[src/rtl/anim_sprite_engine.sv]
// -----------------------------------------------------------------------------
// anim_sprite_engine
//
// Maps the beam position to a sprite-local pixel and drives a sprite-ROM
// address {frame_idx, row, column}. The animation frame sequences on its own
// from video-frame ticks in loop, ping-pong, one-shot or hold mode. Supports
// per-axis flip and integer down-scaling of beam coordinates.
//
// Pipeline: stage 0 geometry (comb) -> stage 1 rom_addr/box -> stage 2 col/active.
// Latency from hpos/vpos to col/active is two clocks.
//
// Ports:
//   clk, reset_n        clock, asynchronous active-low reset
//   hpos, vpos          beam position (unscaled)
//   frame_tick          one-cycle pulse per video frame
//   xpos, ypos          sprite top-left corner in scaled coordinates
//   mode                0 loop, 1 ping-pong, 2 one-shot, 3 hold
//   hflip, vflip        mirror column / row
//   restart             synchronous animation restart (wins over frame_tick)
//   rom_addr            {frame_idx, row, column} or 0 outside the box
//   rom_bit             ROM pixel for rom_addr (combinational from the ROM)
//   col                 pixel colour, 0 = transparent
//   active              beam inside sprite box, aligned with col
//   frame_idx           current animation frame
//   anim_done           one-shot finished, sticky until restart
// -----------------------------------------------------------------------------
module anim_sprite_engine #(
    parameter int         SIZE_BITS     = 4,
    parameter int         FRAME_BITS    = 2,
    parameter int         FRAME_LEN     = 4,
    parameter int         FRAME_TIME    = 30,
    parameter int         SCALE_SHIFT   = 1,
    parameter logic [2:0] PRIMARY_COLOR = 3'd1
) (
    input  logic                              clk,
    input  logic                              reset_n,
    input  logic [9:0]                        hpos,
    input  logic [9:0]                        vpos,
    input  logic                              frame_tick,
    input  logic [9:0]                        xpos,
    input  logic [9:0]                        ypos,
    input  logic [1:0]                        mode,
    input  logic                              hflip,
    input  logic                              vflip,
    input  logic                              restart,
    output logic [FRAME_BITS+2*SIZE_BITS-1:0] rom_addr,
    input  logic                              rom_bit,
    output logic [2:0]                        col,
    output logic                              active,
    output logic [FRAME_BITS-1:0]             frame_idx,
    output logic                              anim_done
);

    localparam int                    SIZE    = 1 << SIZE_BITS;
    localparam logic [FRAME_BITS-1:0] LAST    = FRAME_BITS'(FRAME_LEN - 1);
    localparam logic [7:0]            T_LAST  = 8'(FRAME_TIME - 1);

    typedef enum logic {DIR_UP, DIR_DOWN} dir_t;

    // ---------------- stage 0: geometry ----------------
    logic [9:0]           hs, vs;
    logic [10:0]          dx, dy;
    logic                 in_box;
    logic [SIZE_BITS-1:0] column, row;

    assign hs = hpos >> SCALE_SHIFT;
    assign vs = vpos >> SCALE_SHIFT;
    // 11-bit difference of zero-extended operands; bit 10 set means negative.
    assign dx = {1'b0, hs} - {1'b0, xpos};
    assign dy = {1'b0, vs} - {1'b0, ypos};
    assign in_box = !dx[10] && (dx[9:0] < 10'(SIZE)) &&
                    !dy[10] && (dy[9:0] < 10'(SIZE));
    // SIZE-1-d modulo SIZE is the bitwise inverse of the low bits.
    assign column = hflip ? ~dx[SIZE_BITS-1:0] : dx[SIZE_BITS-1:0];
    assign row    = vflip ? ~dy[SIZE_BITS-1:0] : dy[SIZE_BITS-1:0];

    // ---------------- animation sequencer ----------------
    logic [FRAME_BITS-1:0] idx_reg, idx_next;
    logic [7:0]            cnt_reg, cnt_next;
    dir_t                  dir_reg, dir_next;
    logic                  done_reg, done_next;

    always_ff @(posedge clk or negedge reset_n) begin
        if (!reset_n) begin
            idx_reg  <= '0;
            cnt_reg  <= '0;
            dir_reg  <= DIR_UP;
            done_reg <= 1'b0;
        end else begin
            idx_reg  <= idx_next;
            cnt_reg  <= cnt_next;
            dir_reg  <= dir_next;
            done_reg <= done_next;
        end
    end

    always_comb begin
        idx_next  = idx_reg;
        cnt_next  = cnt_reg;
        dir_next  = dir_reg;
        done_next = done_reg;
        if (restart) begin
            idx_next  = '0;
            cnt_next  = '0;
            dir_next  = DIR_UP;
            done_next = 1'b0;
        end else if (frame_tick && mode != 2'd3) begin
            if (cnt_reg >= T_LAST) begin
                cnt_next = '0;
                case (mode)
                    2'd0: begin
                        dir_next = DIR_UP;
                        idx_next = (idx_reg == LAST) ? '0 : idx_reg + 1'b1;
                    end
                    2'd1: begin
                        if (FRAME_LEN == 1) begin
                            idx_next = '0;
                        end else if (dir_reg == DIR_UP) begin
                            if (idx_reg == LAST) begin
                                dir_next = DIR_DOWN;
                                idx_next = idx_reg - 1'b1;
                            end else begin
                                idx_next = idx_reg + 1'b1;
                            end
                        end else begin
                            if (idx_reg == '0) begin
                                dir_next = DIR_UP;
                                idx_next = idx_reg + 1'b1;
                            end else begin
                                idx_next = idx_reg - 1'b1;
                            end
                        end
                    end
                    default: begin
                        // one-shot: done is raised in the cycle the last
                        // frame is reached (or at once when already there)
                        dir_next = DIR_UP;
                        if (idx_reg == LAST) begin
                            done_next = 1'b1;
                        end else begin
                            idx_next = idx_reg + 1'b1;
                            if (idx_reg + 1'b1 == LAST)
                                done_next = 1'b1;
                        end
                    end
                endcase
            end else begin
                cnt_next = cnt_reg + 8'd1;
            end
        end
    end

    assign frame_idx = idx_reg;
    assign anim_done = done_reg;

    // ---------------- stage 1 / stage 2 ----------------
    logic box_q;

    always_ff @(posedge clk or negedge reset_n) begin
        if (!reset_n) begin
            rom_addr <= '0;
            box_q    <= 1'b0;
            col      <= 3'd0;
            active   <= 1'b0;
        end else begin
            rom_addr <= in_box ? {idx_reg, row, column} : '0;
            box_q    <= in_box;
            col      <= (box_q && rom_bit) ? PRIMARY_COLOR : 3'd0;
            active   <= box_q;
        end
    end

endmodule

[config.mk]
export PLATFORM = sky130hd
export DESIGN_NAME = anim_sprite_engine
export DESIGN_NICKNAME = d
export VERILOG_FILES = /design/src/rtl/anim_sprite_engine.sv
export SDC_FILE = /design/constraint.sdc
export NUM_CORES = 1
export LEC_CHECK = 0
export CORE_MARGIN = 2
export CORE_UTILIZATION = 25
export CTS_CLUSTER_SIZE = 12
export DETAILED_ROUTE_END_ITERATION = 7
export PLACE_DENSITY = 0.54
export SETUP_SLACK_MARGIN = 0.2
export SKIP_CTS_REPAIR_TIMING = 1
export SLEW_MARGIN = 30
export SYNTH_ARGS = -nofsm -noshare
export SYNTH_HDL_FRONTEND = slang
export SYNTH_SLANG_ARGS = --single-unit
export TNS_END_PERCENT = 100
[constraint.sdc]
create_clock -name clk -period 3.5 [get_ports clk]
set_input_delay 0.7 -clock clk [delete_from_list [all_inputs] [get_ports clk]]
set_output_delay 0.7 -clock clk [all_outputs]
set_load 0.01 [all_outputs]
==> metrics.csv <==
stage;metric;value;unit
clock_tree;CTS sink cnt;25;
worst_setup_path;critical path fanouts, max;11;
timing;PnR worst setup slack;452;ps
routing;Vias;1936;
synthesis;Compound-Gate Fraction of Synth Area;18.4;%
power_and_ir_drop;Leak;0.00129;uW
flow_run;Max Cap Viol;0;
floorplanning;Die H;98.3;um
timing;Hold Vio Cnt, Final;0;
routing;DR WL/cell;11.6;um
worst_setup_path;WP data required;3670;ps
power_and_ir_drop;VDD IR max;130;uV
final_layout;Area growth syn-to-layout;35.6;%
floorplanning;die area;0.00966;mm^2
clock_tree;total CTS buffers;3;
timing;final setup vio count;0;
routing;Routed Antenna Nets;0;
synthesis;Mean Syn Cell Area;8.82;um^2
synthesis;Post-Synth XOR/XNOR Area;6.70;%
place;GPL Wtd Cong;0.769;
worst_setup_path;reg2reg setup slack;1570;ps
place;dpl cell area;0.00296;mm^2
power_and_ir_drop;total power;828;uW
synthesis;number of flops mapped to enable cells by yosys;0;
place;dpl ws;193;ps
clock_tree;clock-pin slew on the worst setup and hold paths;100;ps
final_layout;post-route cell area;0.00301;mm^2
worst_setup_path;CP Launch Type;primary input;
synthesis;Synth cell types;50;
timing;fin. max-slew vios;0;
routing;drt first-iter violations;61;
final_layout;# fillers;931;
synthesis;yosys synthesis warning count;0;
synthesis;area share of and/or/nand/nor cells after synthesis;21.8;%
global_route;GRT Util Overall;10.2;%
floorplanning;row cnt;34;
clock_tree;CTS tree;done;
floorplanning;I/O pin cnt;66;
global_route;global-route wire length before repair;8.34;mm
timing;unrepaired setup endpoints after global routing;no;
synthesis;largest family of logic cells by synthesized area;simple AND/OR/NAND/NOR gates;
final_layout;Largest register FFs;10;
synthesis;multiplexer share of the synthesized area;1.91;%
synthesis;Adder-Cell Fraction of Synth Area;15.9;%
final_layout;number of diodes;0;
power_and_ir_drop;Net Switching;283;uW
power_and_ir_drop;internal power;545;uW
global_route;largest net degree at the start of global routing;26;
timing;min cycle time layout;3050;ps
synthesis;Cells after Synth;252;
clock_tree;clk_lat worst skew;270;ps
clock_tree;clk root buf;clkbuf_8;
power_and_ir_drop;clock network fraction of total power;21.4;%
worst_setup_path;Critical Path End Type;register;
routing;Via density;4.58;
synthesis;Synth Cell Area;0.00222;mm^2
power_and_ir_drop;Reg power frac;37.8;%
power_and_ir_drop;Comb power frac;40.8;%
power_and_ir_drop;cell area power density;275;mW/mm^2
routing;final wirelength;4.92;mm
synthesis;register area share after synthesis;28.2;%
global_route;residual overflow from global routing;0;
timing;Final period util;87.1;%
global_route;antenna violations before repair;0;
clock_tree;H-tree level count;1;
place;Post-Place Cells;419;
power_and_ir_drop;Sw Share;34.1;%
synthesis;Top FF cell, synth;dfrtp_1;
worst_hold_path;HP Class;register to register;
clock_tree;Max Root-Sink Buffers;2;
worst_setup_path;Setup CP Type;primary input to register;
timing;TNS Setup;0;ps
routing;First-pass DRT Iterations;4;
final_layout;layout cell share with drive strength beyond 1;7.30;%
worst_setup_path;CP arrival;3210;ps
synthesis;Yosys reg bits;25;
outcome;status;finished clean;
global_route;number of global-route vias before repair;1869;
floorplanning;Starting Density;25.6;%
timing;Clock Skew;12.8;ps
routing;DRC Markers;0;
floorplanning;Die Width;98.3;um
timing;max frequency;328;MHz
floorplanning;CORE AREA;0.00868;mm^2
place;post-DP HPWL;4.04;mm
final_layout;Nets;392;
synthesis;asr flop ratio synth;100;%
place;Port-buffer cells;61;
final_layout;non-filler cells, final;423;
-- stage by stage --
stage          util, %  hold WS (ps)
2_1_floorplan        -           347
3_3_place_gp      34.2           361
3_5_place_dp      34.2           377
4_1_cts           34.7           400
5_1_grt           34.7           417
6_report          34.7           392
-- Yosys cell counts (3+ instances only) --
cell type / n / area, um^2
dfrtp_1: 25 / 626
ha_1: 25 / 313
a21oi_1: 12 / 60.1
a31oi_1: 4 / 25.0
inv_1: 28 / 105
nor2_1: 18 / 67.6
o21ai_0: 14 / 70.1
nor2b_1: 6 / 37.5
nand2_1: 25 / 93.8
o31ai_1: 3 / 22.5
a211oi_1: 3 / 22.5
nand2b_1: 5 / 31.3
xnor2_1: 11 / 96.3
nor4_2: 10 / 125
and2_1: 5 / 31.3
nor3_1: 3 / 15.0
nand3_1: 5 / 25.0
xor2_1: 6 / 52.6
a21o_1: 3 / 22.5
-- cells by family after synthesis --
logic type	Yosys count
compound gates	58
simple gates	85
buf+inv	35
xor+xnor	17
other cells	1
flops	25
fa+ha+maj	27
mux	4
-- power groups by stage --
stage                     clock network, uW  logic (uW)  registers [uW]
after floorplan                           0         220             318
after global placement                    0         335             319
after detailed placement                  0         339             319
after CTS                               183         342             313
after global routing                    200         379             315
final                                   177         338             313
-- placed cells by master, fill, tap and decap left out, types with 3 or more instances in the layout --
| cell type | n |
|---|---|
| a211oi_1 | 3 |
| o31ai_1 | 3 |
| nor2_1 | 18 |
| xnor2_1 | 11 |
| xor2_1 | 6 |
| a31oi_1 | 4 |
| and2_1 | 5 |
| nand3_1 | 5 |
| clkdlybuf4s50_1 | 61 |
| a21o_1 | 3 |
| buf_4 | 3 |
| nand2b_1 | 5 |
| inv_1 | 28 |
| clkbuf_8 | 3 |
| o21ai_0 | 14 |
| nand2_1 | 25 |
| nor3_1 | 3 |
| nor2b_1 | 6 |
| ha_1 | 25 |
| nor4_2 | 10 |
| dfrtp_1 | 25 |
| a21oi_1 | 12 |
-- cell type report --
cell class / count / area (um^2) / share of cell area [%]
Clock buffer: 3 / 41.3 / 1.37
Clock inverter: 1 / 7.51 / 0.249
Inverter: 28 / 105 / 3.49
Multi-Input combinational cell: 193 / 1450 / 48.0
Sequential cell: 25 / 626 / 20.8
Tap cell: 108 / 135 / 4.49
Timing Repair Buffer: 65 / 653 / 21.7
-- final timing paths --
kind / from / end / cells past startpoint
worst max-delay path: ypos[0] / rom_addr[5] / 11
max in group asynchronous: reset_n / rom_addr[8] / 2
worst min-delay path: box_q / active / 0
worst max register to register: cnt_reg[0] / frame_idx[0] / 7
min in group asynchronous: reset_n / cnt_reg[7] / 2
worst min register to register: box_q / active / 0
-- critical path, stage by stage --
cell	delay [ps]
clkdlybuf4s50_1	460
ha_1	170
inv_1	60
fa_1	400
a211oi_1	330
o211ai_1	170
a31oi_1	210
mux2_1	160
nand2_1	90
buf_12	160
nor4_2	290
-- layer usage --
| layer | share of wire, % | track usage (%) | wire (um) |
|---|---|---|---|
| met1 | 48 | 12.5 | 2350 |
| met2 | 48 | 18.9 | 2340 |
| met3 | 4.1 | 1.43 | 203 |
| met4 | 0.41 | 2.21 | 20 |
| met5 | 0 | 0 | 0 |
(Power assumes the default switching activity.)
